===== config.mk =====
export PLATFORM = sky130hd
export DESIGN_NAME = seg_frame_capture_flat
export DESIGN_NICKNAME = d
export VERILOG_FILES = /design/src/rtl/seg_pkg.sv /design/src/rtl/seg_frame_capture_if.sv /design/src/rtl/seg_pattern_decode.sv /design/src/rtl/seg_frame_capture.sv /design/src/flat_wrapper.sv
export SDC_FILE = /design/constraint.sdc
export NUM_CORES = 1
export LEC_CHECK = 0
export ABC_AREA = 1
export CORE_AREA = 4 4 91 93
export CTS_BUF_LIST = sky130_fd_sc_hd__clkbuf_8
export DETAILED_ROUTE_END_ITERATION = 7
export DIE_AREA = 0 0 95 97
export HOLD_SLACK_MARGIN = 0.1
export PLACE_DENSITY = 0.81
export SYNTH_ARGS = -nofsm -noshare
export SYNTH_HDL_FRONTEND = slang
export SYNTH_SLANG_ARGS = --single-unit

===== constraint.sdc =====
create_clock -name clk -period 5.86 [get_ports clk]
set_clock_uncertainty 0.05 [all_clocks]
set_input_delay 1.172 -clock clk [delete_from_list [all_inputs] [get_ports clk]]
set_output_delay 1.172 -clock clk [all_outputs]
set_load 0.005 [all_outputs]

===== src/rtl/seg_pkg.sv =====
// Shared constants, types and segment table for the seven-segment frame capture block.
package seg_pkg;

  localparam int unsigned DIGITS_DEF = 4;
  localparam int unsigned SEG_W      = 7;
  localparam int unsigned NIB_W      = 4;
  localparam int unsigned CNT_W      = 8;

  // Active-low segment patterns, bit 6 = a ... bit 0 = g
  localparam logic [SEG_W-1:0] SEG_0     = 7'b0000001;
  localparam logic [SEG_W-1:0] SEG_1     = 7'b1001111;
  localparam logic [SEG_W-1:0] SEG_2     = 7'b0010010;
  localparam logic [SEG_W-1:0] SEG_3     = 7'b0000110;
  localparam logic [SEG_W-1:0] SEG_4     = 7'b1001100;
  localparam logic [SEG_W-1:0] SEG_5     = 7'b0100100;
  localparam logic [SEG_W-1:0] SEG_6     = 7'b0100000;
  localparam logic [SEG_W-1:0] SEG_7     = 7'b0001111;
  localparam logic [SEG_W-1:0] SEG_8     = 7'b0000000;
  localparam logic [SEG_W-1:0] SEG_9     = 7'b0000100;
  localparam logic [SEG_W-1:0] SEG_A     = 7'b0001000;
  localparam logic [SEG_W-1:0] SEG_B     = 7'b1100000;
  localparam logic [SEG_W-1:0] SEG_C     = 7'b0110001;
  localparam logic [SEG_W-1:0] SEG_D     = 7'b1000010;
  localparam logic [SEG_W-1:0] SEG_E     = 7'b0110000;
  localparam logic [SEG_W-1:0] SEG_F     = 7'b0111000;
  localparam logic [SEG_W-1:0] SEG_BLANK = 7'b1111111;

  typedef enum logic [1:0] {
    IDLE        = 2'd0,
    SETTLE      = 2'd1,
    CAPTURE     = 2'd2,
    WAIT_CHANGE = 2'd3
  } state_e;

  typedef struct packed {
    logic [NIB_W-1:0] nibble;
    logic             blank;
    logic             err;
  } seg_dec_t;

  // Encoder direction of the table, handy for generating legal bus traffic
  function automatic logic [SEG_W-1:0] seg_of_nibble(input logic [NIB_W-1:0] n);
    logic [SEG_W-1:0] s;
    case (n)
      4'h0:    s = SEG_0;
      4'h1:    s = SEG_1;
      4'h2:    s = SEG_2;
      4'h3:    s = SEG_3;
      4'h4:    s = SEG_4;
      4'h5:    s = SEG_5;
      4'h6:    s = SEG_6;
      4'h7:    s = SEG_7;
      4'h8:    s = SEG_8;
      4'h9:    s = SEG_9;
      4'hA:    s = SEG_A;
      4'hB:    s = SEG_B;
      4'hC:    s = SEG_C;
      4'hD:    s = SEG_D;
      4'hE:    s = SEG_E;
      default: s = SEG_F;
    endcase
    return s;
  endfunction

endpackage


===== src/rtl/seg_frame_capture_if.sv =====
// Multiplexed seven-segment display bus: the scanner drives it, the capture block snoops it.
interface seg_frame_capture_if #(
  parameter int unsigned DIGITS = seg_pkg::DIGITS_DEF
) ();
  logic [DIGITS-1:0]          AN;
  logic [seg_pkg::SEG_W-1:0]  LED;
  logic                       p;

  modport master (output AN, output LED, output p);
  modport slave  (input  AN, input  LED, input  p);
endinterface


===== src/rtl/seg_pattern_decode.sv =====
// Combinational segment-pattern to nibble decoder with blank and illegal-pattern flags.
module seg_pattern_decode
  import seg_pkg::*;
(
  input  logic [SEG_W-1:0] led_i,
  output seg_dec_t         dec_o
);

  always_comb begin
    dec_o.nibble = 4'h0;
    dec_o.blank  = 1'b0;
    dec_o.err    = 1'b0;
    case (led_i)
      SEG_0:     dec_o.nibble = 4'h0;
      SEG_1:     dec_o.nibble = 4'h1;
      SEG_2:     dec_o.nibble = 4'h2;
      SEG_3:     dec_o.nibble = 4'h3;
      SEG_4:     dec_o.nibble = 4'h4;
      SEG_5:     dec_o.nibble = 4'h5;
      SEG_6:     dec_o.nibble = 4'h6;
      SEG_7:     dec_o.nibble = 4'h7;
      SEG_8:     dec_o.nibble = 4'h8;
      SEG_9:     dec_o.nibble = 4'h9;
      SEG_A:     dec_o.nibble = 4'hA;
      SEG_B:     dec_o.nibble = 4'hB;
      SEG_C:     dec_o.nibble = 4'hC;
      SEG_D:     dec_o.nibble = 4'hD;
      SEG_E:     dec_o.nibble = 4'hE;
      SEG_F:     dec_o.nibble = 4'hF;
      SEG_BLANK: dec_o.blank  = 1'b1;
      default:   dec_o.err    = 1'b1;
    endcase
  end

endmodule


===== src/rtl/seg_frame_capture.sv =====
// Snoops a multiplexed seven-segment bus and publishes each complete frame of digits,
// decimal points, blank digits and illegal patterns with a one-cycle valid pulse.
module seg_frame_capture
  import seg_pkg::*;
#(
  parameter int unsigned DIGITS        = DIGITS_DEF,
  parameter int unsigned STABLE_CYCLES = 4
) (
  input  logic                  clk,
  input  logic                  rst,
  seg_frame_capture_if.slave    bus,
  output logic [4*DIGITS-1:0]   hex_out,
  output logic [DIGITS-1:0]     point_out,
  output logic [DIGITS-1:0]     blank_mask,
  output logic [DIGITS-1:0]     err_mask,
  output logic                  valid
);

  localparam int unsigned     SMP_W    = DIGITS + SEG_W + 1;
  localparam int unsigned     HEX_W    = NIB_W * DIGITS;
  localparam logic [CNT_W-1:0] CNT_ONE  = CNT_W'(1);
  localparam logic [CNT_W-1:0] STABLE_L = CNT_W'(STABLE_CYCLES);
  // With a single required sample the first legal sample is already enough
  localparam state_e SETTLE_TGT = (STABLE_CYCLES <= 1) ? CAPTURE : SETTLE;

  state_e                state_q, state_d;
  logic [CNT_W-1:0]      cnt_q, cnt_d;
  logic [SMP_W-1:0]      smp_q, smp_d;
  logic [SMP_W-1:0]      prv_q, prv_d;
  logic [DIGITS-1:0]     cap_an_q, cap_an_d;
  logic [DIGITS-1:0]     seen_q, seen_d;
  logic [HEX_W-1:0]      wrk_hex_q, wrk_hex_d;
  logic [DIGITS-1:0]     wrk_pt_q, wrk_pt_d;
  logic [DIGITS-1:0]     wrk_bl_q, wrk_bl_d;
  logic [DIGITS-1:0]     wrk_er_q, wrk_er_d;
  logic [HEX_W-1:0]      hex_q, hex_d;
  logic [DIGITS-1:0]     pt_q, pt_d;
  logic [DIGITS-1:0]     bl_q, bl_d;
  logic [DIGITS-1:0]     er_q, er_d;
  logic                  valid_q, valid_d;

  logic [DIGITS-1:0]     smp_an;
  logic [DIGITS-1:0]     prv_an;
  logic [DIGITS-1:0]     cap_bit;
  logic                  an_legal;
  logic                  stable;
  seg_dec_t              dec;

  // Bus sample and previous sample; the FSM only ever looks at registered data
  assign smp_d  = {bus.AN, bus.LED, bus.p};
  assign prv_d  = smp_q;

  assign smp_an   = smp_q[SMP_W-1 -: DIGITS];
  assign prv_an   = prv_q[SMP_W-1 -: DIGITS];
  assign an_legal = ($countones(~smp_an) == 1);
  assign stable   = (smp_q == prv_q);
  // In CAPTURE the previous sample is the accepted one and its anode is one-hot low
  assign cap_bit  = ~prv_an;

  seg_pattern_decode u_decode (
    .led_i (prv_q[SEG_W:1]),
    .dec_o (dec)
  );

  always_ff @(posedge clk) begin
    if (rst) begin
      state_q   <= IDLE;
      cnt_q     <= '0;
      smp_q     <= '0;
      prv_q     <= '0;
      cap_an_q  <= '0;
      seen_q    <= '0;
      wrk_hex_q <= '0;
      wrk_pt_q  <= '0;
      wrk_bl_q  <= '0;
      wrk_er_q  <= '0;
      hex_q     <= '0;
      pt_q      <= '0;
      bl_q      <= '0;
      er_q      <= '0;
      valid_q   <= 1'b0;
    end else begin
      state_q   <= state_d;
      cnt_q     <= cnt_d;
      smp_q     <= smp_d;
      prv_q     <= prv_d;
      cap_an_q  <= cap_an_d;
      seen_q    <= seen_d;
      wrk_hex_q <= wrk_hex_d;
      wrk_pt_q  <= wrk_pt_d;
      wrk_bl_q  <= wrk_bl_d;
      wrk_er_q  <= wrk_er_d;
      hex_q     <= hex_d;
      pt_q      <= pt_d;
      bl_q      <= bl_d;
      er_q      <= er_d;
      valid_q   <= valid_d;
    end
  end

  // Dwell tracking, digit capture and frame publication
  always_comb begin
    state_d   = state_q;
    cnt_d     = cnt_q;
    cap_an_d  = cap_an_q;
    seen_d    = seen_q;
    wrk_hex_d = wrk_hex_q;
    wrk_pt_d  = wrk_pt_q;
    wrk_bl_d  = wrk_bl_q;
    wrk_er_d  = wrk_er_q;
    hex_d     = hex_q;
    pt_d      = pt_q;
    bl_d      = bl_q;
    er_d      = er_q;
    valid_d   = 1'b0;

    case (state_q)
      IDLE: begin
        if (an_legal) begin
          cnt_d   = CNT_ONE;
          state_d = SETTLE_TGT;
        end
      end

      SETTLE: begin
        if (!an_legal) begin
          state_d = IDLE;
        end else if (!stable) begin
          cnt_d   = CNT_ONE;
          state_d = SETTLE_TGT;
        end else begin
          cnt_d = cnt_q + CNT_ONE;
          if (cnt_d >= STABLE_L) begin
            state_d = CAPTURE;
          end
        end
      end

      CAPTURE: begin
        cap_an_d = prv_an;
        for (int unsigned i = 0; i < DIGITS; i++) begin
          if (cap_bit[i]) begin
            wrk_hex_d[NIB_W*i +: NIB_W] = dec.nibble;
            wrk_pt_d[i]                 = ~prv_q[0];
            wrk_bl_d[i]                 = dec.blank;
            wrk_er_d[i]                 = dec.err;
          end
        end
        seen_d = seen_q | cap_bit;
        if (&seen_d) begin
          hex_d   = wrk_hex_d;
          pt_d    = wrk_pt_d;
          bl_d    = wrk_bl_d;
          er_d    = wrk_er_d;
          valid_d = 1'b1;
          seen_d  = '0;
        end
        state_d = WAIT_CHANGE;
      end

      WAIT_CHANGE: begin
        // Segment changes under an unchanged anode are deliberately ignored
        if (!an_legal) begin
          state_d = IDLE;
        end else if (smp_an != cap_an_q) begin
          cnt_d   = CNT_ONE;
          state_d = SETTLE_TGT;
        end
      end

      default: state_d = IDLE;
    endcase
  end

  assign hex_out    = hex_q;
  assign point_out  = pt_q;
  assign blank_mask = bl_q;
  assign err_mask   = er_q;
  assign valid      = valid_q;

endmodule


===== src/flat_wrapper.sv =====
// flat-port wrapper written by rule: the top's interface ports become plain ports
module seg_frame_capture_flat import seg_pkg::*;
#(
  parameter int unsigned DIGITS        = DIGITS_DEF,
  parameter int unsigned STABLE_CYCLES = 4
)
  (clk, rst, hex_out, point_out, blank_mask, err_mask, valid, bus_AN, bus_LED, bus_p);
  seg_frame_capture_if #(.DIGITS(DIGITS)) bus_i ();
  input  logic clk;
  input  logic rst;
  output logic [4*DIGITS-1:0] hex_out;
  output logic [DIGITS-1:0] point_out;
  output logic [DIGITS-1:0] blank_mask;
  output logic [DIGITS-1:0] err_mask;
  output logic valid;
  input wire logic [$bits(bus_i.AN)-1:0] bus_AN;
  input wire logic [$bits(bus_i.LED)-1:0] bus_LED;
  input wire logic [$bits(bus_i.p)-1:0] bus_p;
  assign bus_i.AN = bus_AN;
  assign bus_i.LED = bus_LED;
  assign bus_i.p = bus_p;
  seg_frame_capture #(.DIGITS(DIGITS), .STABLE_CYCLES(STABLE_CYCLES)) u_core (.clk(clk), .rst(rst), .bus(bus_i), .hex_out(hex_out), .point_out(point_out), .blank_mask(blank_mask), .err_mask(err_mask), .valid(valid));
endmodule

======== Word level (Yosys, flattened, before mapping) ========
Index checks and enable logic that the tools add are counted.
operators by class
  add/sub/neg operators ................... 4
  magnitude comparators ................... 1
  equality and inequality tests ........... 28
  muxes and demuxes ....................... 34
  bitwise operators ....................... 5
  reductions and logical operators ........ 9
operators by type and width
  cell                 number
  $pmux 4 s15          1
  $mux 8               5
  $eq 7x6->1 const B   5
  $eq 7x7->1 const B   5
  $add 32x32->32       1
  $eq 32x2->1 const B  1
  $pmux 8 s3           1
  $mux 4               5
  $reduce_or 17->1     1
  $mux 1               15
  $eq 7x3->1 const B   2
  $eq 7x4->1 const B   2
  $eq 12x12->1         1
  $mux 2               6
  $reduce_and 5->1     2
  $add 8x1->8 const B  1
  $ge 8x3->1 const B   1
  $ne 2x1->1 const B   4
  $not 4->4            2
  $pmux 2 s4           1
  $eq 7x1->1 const B   1
  $eq 7x5->1 const B   1
  $logic_not 7->1      1
  $add 1x1->2          2
  12 further kinds     14
word-level totals
  register bits after elaboration ......... 99
  bits of input ports ..................... 14
  output and inout bits ................... 29
  logic and storage cells ................. 96

======== Logic depth before layout (Yosys ltp) ========
  depth in word-level cells ............... 6
  depth in mapped cells ................... 14
  gate-level depth less buffers ........... 12

======== Modules after synthesis ========
From an unflattened synthesis, not the netlist that was laid out.
unflattened totals
  cells, all modules ...................... 620
  area total of the unflattened synthesis .. 4481.8 um^2
modules (own cells, without submodules)
  module              times used  cells each  area each (um^2)  sequential area each (um^2)
  seg_frame_capture   1           543         4152.7            1981.9
  seg_pattern_decode  1           77          329.1             0.0

======== Worst setup path before layout ========
No wires, ideal clock.
  path type ............................... register -> register
  from .................................... register u_core.smp_q[9], in the netlist u_core.prv_d[9]
  to ...................................... register u_core.cnt_q[0]
  setup time .............................. 0.070 ns
  arrival time ............................ 2.074 ns
  data required time ...................... 5.740 ns
  path slack .............................. 3.666 ns
  cell stages (with the launch flop) ...... 12
  path buffers ............................ 0
  clock period less this slack ............ 2.194 ns
  path through ............................ dfxtp_1 -> inv_1 -> ha_1 -> ha_1 -> inv_1 -> fa_1 -> nand3_1 -> inv_1 -> nand3_1 -> inv_1 -> o21ai_0 -> a21oi_1
on the way
  word-level cells in the longest chain between the ends .. 6
  elaborated cells on any way between the ends .. 14
  classes of those cells .................. add/sub: 2; eq/ne: 7; mux: 3; bitwise: 1; reduce/logical: 1
ends and longest elaborated chain
  item                                  RTL line                 RTL
  start, declared                       seg_frame_capture.sv:28  logic [SMP_W-1:0] smp_q, smp_d;
  start signal, assigned                seg_frame_capture.sv:85  smp_q <= smp_d;
  $not 4->4                             seg_frame_capture.sv:55  assign an_legal = ($countones(~smp_an) == 1);
  $add 1x1->2 (implied by the code)     seg_frame_capture.sv:55
  $add 32x32->32 (implied by the code)  seg_frame_capture.sv:55
  $eq 32x2->1                           seg_frame_capture.sv:55
  $ne 2x1->1 (no source line)           -
  $reduce_and 5->1 (no source line)     -
  end signal, assigned                  seg_frame_capture.sv:84  cnt_q <= cnt_d;
  end, declared                         seg_frame_capture.sv:27  logic [CNT_W-1:0] cnt_q, cnt_d;
Parallel ways exist; a longest one is shown, timed or not. The select of a mux whose other input is x is not followed.
A chain may end at the register's enable or synchronous reset.

==> summary.txt <==
Status
  • Status: completed

Cells and area
  • Final nets: approximately 660
  • Share of post-route cells with drive strength above 1: 0.0607
  • Post-Layout Cell Count: 744
  • Final core utilization: 0.663
  • Diodes inserted: 0
  • Fill cells: 680
  • Finished Cell Area: 0.00499 mm^2
  • P&R area growth vs syn: 14.6%

STA
  • Final period utilization: 0.597
  • Least-Margin Pin Slew: 1.19 ns
  • Fin Setup TNS: 0 ns
  • Final setup margin: roughly 2.4 ns
  • Hold WS: 0.395 ns
  • Slew Viols, Final: 0
  • Final hold vios: 0
  • Max_slew headroom: 0.205
  • Final setup fails: 0
  • Fmax: ~0.29 GHz
  • RSZ-0062 raised after global routing: no
  • Min Tclk post-route: 3.50 ns

GRT
  • Initial antenna violation count: 0
  • Vias in the first global route: 3507
  • Largest net degree at the start of global routing: 43
  • First-pass GRT wire length: 16.1 mm
  • GRT Total Usage: 0.220
  • Grt ovf: 0

Logic synthesis
  • Synth top area cells: dfxtp_1, nand2_1, o21ai_0, nor2_1, inv_1
  • Post-Syn Instances: between 600 and 700
  • Synth warnings: 0
  • Synth async-reset ratio: 0
  • Most used DFF post-synth: dfxtp_1
  • Post-synth top cells: nand2_1, dfxtp_1, nor2_1, inv_1, o21ai_0
  • Syn nets: 625
  • Sequential area share after synthesis: 0.455
  • Leading area contributor after synthesis: dfxtp_1
  • Count leader, synth: nand2_1
  • Synthesized area: roughly 0.0044 mm^2
  • Top cell type's share of synthesized area: 0.455
  • #FFs+latches synth: 99
  • Synth unique cells: 34
  • Mean Syn Cell Area: about 7 um^2
  • EDFF count, synth: 0

Pwr
  • Leakage: 2.26 nW
  • Cell Pwr Density: around 280 mW/mm^2
  • Maximum vdd ir drop: 0.141 mV
  • Total Power: around 1.4 mW

Clocking
  • CTS buffer count: 9
  • Post-cts resize count: 0
  • Cts hold-fix bufs: 0
  • Worst-path clk slew: 0.09 ns
  • Max Buffers Root-to-Sink: 2
  • Clk Latency, worst-skew pair: around 0.36 ns
  • Post-CTS Setup Repair Bufs: 0
  • Cell at the root of the clock tree: clkbuf_8
  • TritonCTS Sinks: 99
  • Clock H-tree levels: 3
  • CTS tree: built

Floorplan
  • Die W: 95 um
  • Core area: approximately 0.0075 mm^2
  • I/O pin count: 43
  • Chip Height: just under 100 um
  • Die area: 0.00922 mm^2
  • Initial Utilization: 0.579
  • Core Rows: 32

Critical path
  • CP max stage delay: 0.71 ns
  • CP Data Arrival Time: ~3.7 ns
  • Kind of critical path: primary input to register
  • Cell repeated most along the worst path: inv_1
  • Register-to-Register Path Depth: 11
  • Reg2Reg Setup Slack: 3.21 ns
  • Worst r2r src: u_core.prv_d[9]$_SDFF_PP0_
  • Worst r2r dst: u_core.cnt_q[0]$_SDFFE_PP0P_
  • Critical Path End Type: register
  • CP Max Fanout: 42
  • Critical Path RT: between 6 and 7 ns
  • CP max stage cell: nand2_1
  • CP Cell Sequence: clkdlybuf4s50_1 > buf_4 > inv_1 > nand2_1 > inv_1 > o21ai_0 > o21ai_1
  • Startpoint types: primary input

Placed design
  • Worst slack at placement: 1.96 ns
  • DP Wirelength: between 6 and 7 mm
  • Gpl congestion: 0.937
  • Buffers on Ports: 42
  • DP Area: approximately 0.0048 mm^2
  • Placed instance count: 730

Routing
  • Drt wl/cell: 12.7 um
  • Routed via count: 3844
  • Antenna viol nets, final: 0
  • # DRC: 0
  • Initial DRC Count: 139
  • WL final: 9.46 mm
  • Initial DRT Pass Iterations: 4
  • Drt via density: 5.17

Run
  • Max Cap Viol: 0

Worst hold path
  • Worst Hold Path EP: u_core.prv_q[0]$_SDFF_PP0_
  • Hold_sp: u_core.prv_d[0]$_SDFF_PP0_
  • Hold crit path type: register to register
  • Hold path depth: 2
registers in the layout (all words and copies together), names as in the netlist, 4 cells and up, named ones only:
signal             cells
u_core.wrk_pt_q        4
u_core.wrk_bl_q        4
u_core.cnt_q           8
u_core.prv_q          12
u_core.wrk_hex_q      16
u_core.hex_out        16
u_core.prv_d          12
u_core.point_out       4
u_core.seen_q          4
u_core.wrk_er_q        4
u_core.err_mask        4
u_core.cap_an_q        4
u_core.blank_mask      4
kinds of logic (layout without fill, tap and decap cells):
logic type | Yosys count | count (layout) | share of synthesized area
AO/OA/AOI/OAI | 134 | 134 | 0.163
XOR/XNOR | 6 | 6 | 0.0121
adder cells (fa/ha/maj) | 6 | 6 | 0.0189
buffers and inverters | 104 | 141 | 0.100
flip-flops | 99 | 99 | 0.455
AND/OR/NAND/NOR | 256 | 256 | 0.251
power by group:
| group | internal (mW) | switching (mW) | total (mW) | leakage (nW) |
|---|---|---|---|---|
| Clock | 0.232 | 0.215 | 0.448 | 0.108 |
| Sequential | 0.719 | 0.0348 | 0.754 | 0.805 |
| Combinational | 0.0757 | 0.122 | 0.198 | 1.34 |
| Total | 1.03 | 0.373 | 1.40 | 2.26 |
worst max-delay path: cells and delay by family:
| kind | cells | cell delay, ns |
|---|---|---|
| compound gates | 2 | 0.25 |
| simple gates | 1 | 0.71 |
| buf+inv | 4 | 1.54 |
how the worst max path moves through the flow:
stage | from | end | cells past startpoint
3_3_place_gp | rst | u_core.hex_out[5]$_SDFFE_PP0P_ | 7
4_1_cts | rst | u_core.hex_out[5]$_SDFFE_PP0P_ | 7
5_1_grt | rst | u_core.hex_out[5]$_SDFFE_PP0P_ | 7
2_1_floorplan | u_core.prv_d[9]$_SDFF_PP0_ | u_core.cnt_q[0]$_SDFFE_PP0P_ | 11
6_report | rst | u_core.hex_out[5]$_SDFFE_PP0P_ | 7
3_5_place_dp | rst | u_core.hex_out[5]$_SDFFE_PP0P_ | 7
layout make-up:
type	instances	area, um^2	area share
inverter	84	318	0.0636
clock inverter	5	72.6	0.0145
clock buffer	9	124	0.0248
timing repair buffer	43	428	0.0857
multi-input combinational	402	1940	0.389
tap	102	128	0.0256
sequential	99	1980	0.397
layer usage:
layer	global-route usage	share of wire	vias up
li1	-	-	1975
met4	0.0799	0.022	0
met3	0.0568	0.058	21
met2	0.360	0.48	112
met1	0.277	0.44	1736
met5	0	0	-
layout by cell type (no fill, tap or decap), drive strengths merged:
cell type and count:
a211oi 1, a21oi 40, and3 2, buf 1, bufinv 2, clkbuf 9
clkdlybuf4s50 42, clkinv 1, dfxtp 99, fa 1, ha 5, inv 86
nand2 127, nand3 25, nand4 5, nor2 89, nor3 4, o211ai 2
o21a 4, o21ai 81, o21bai 5, o221ai 1, or2 4, xnor2 5
xor2 1
Power figures use the tool's default switching activity.
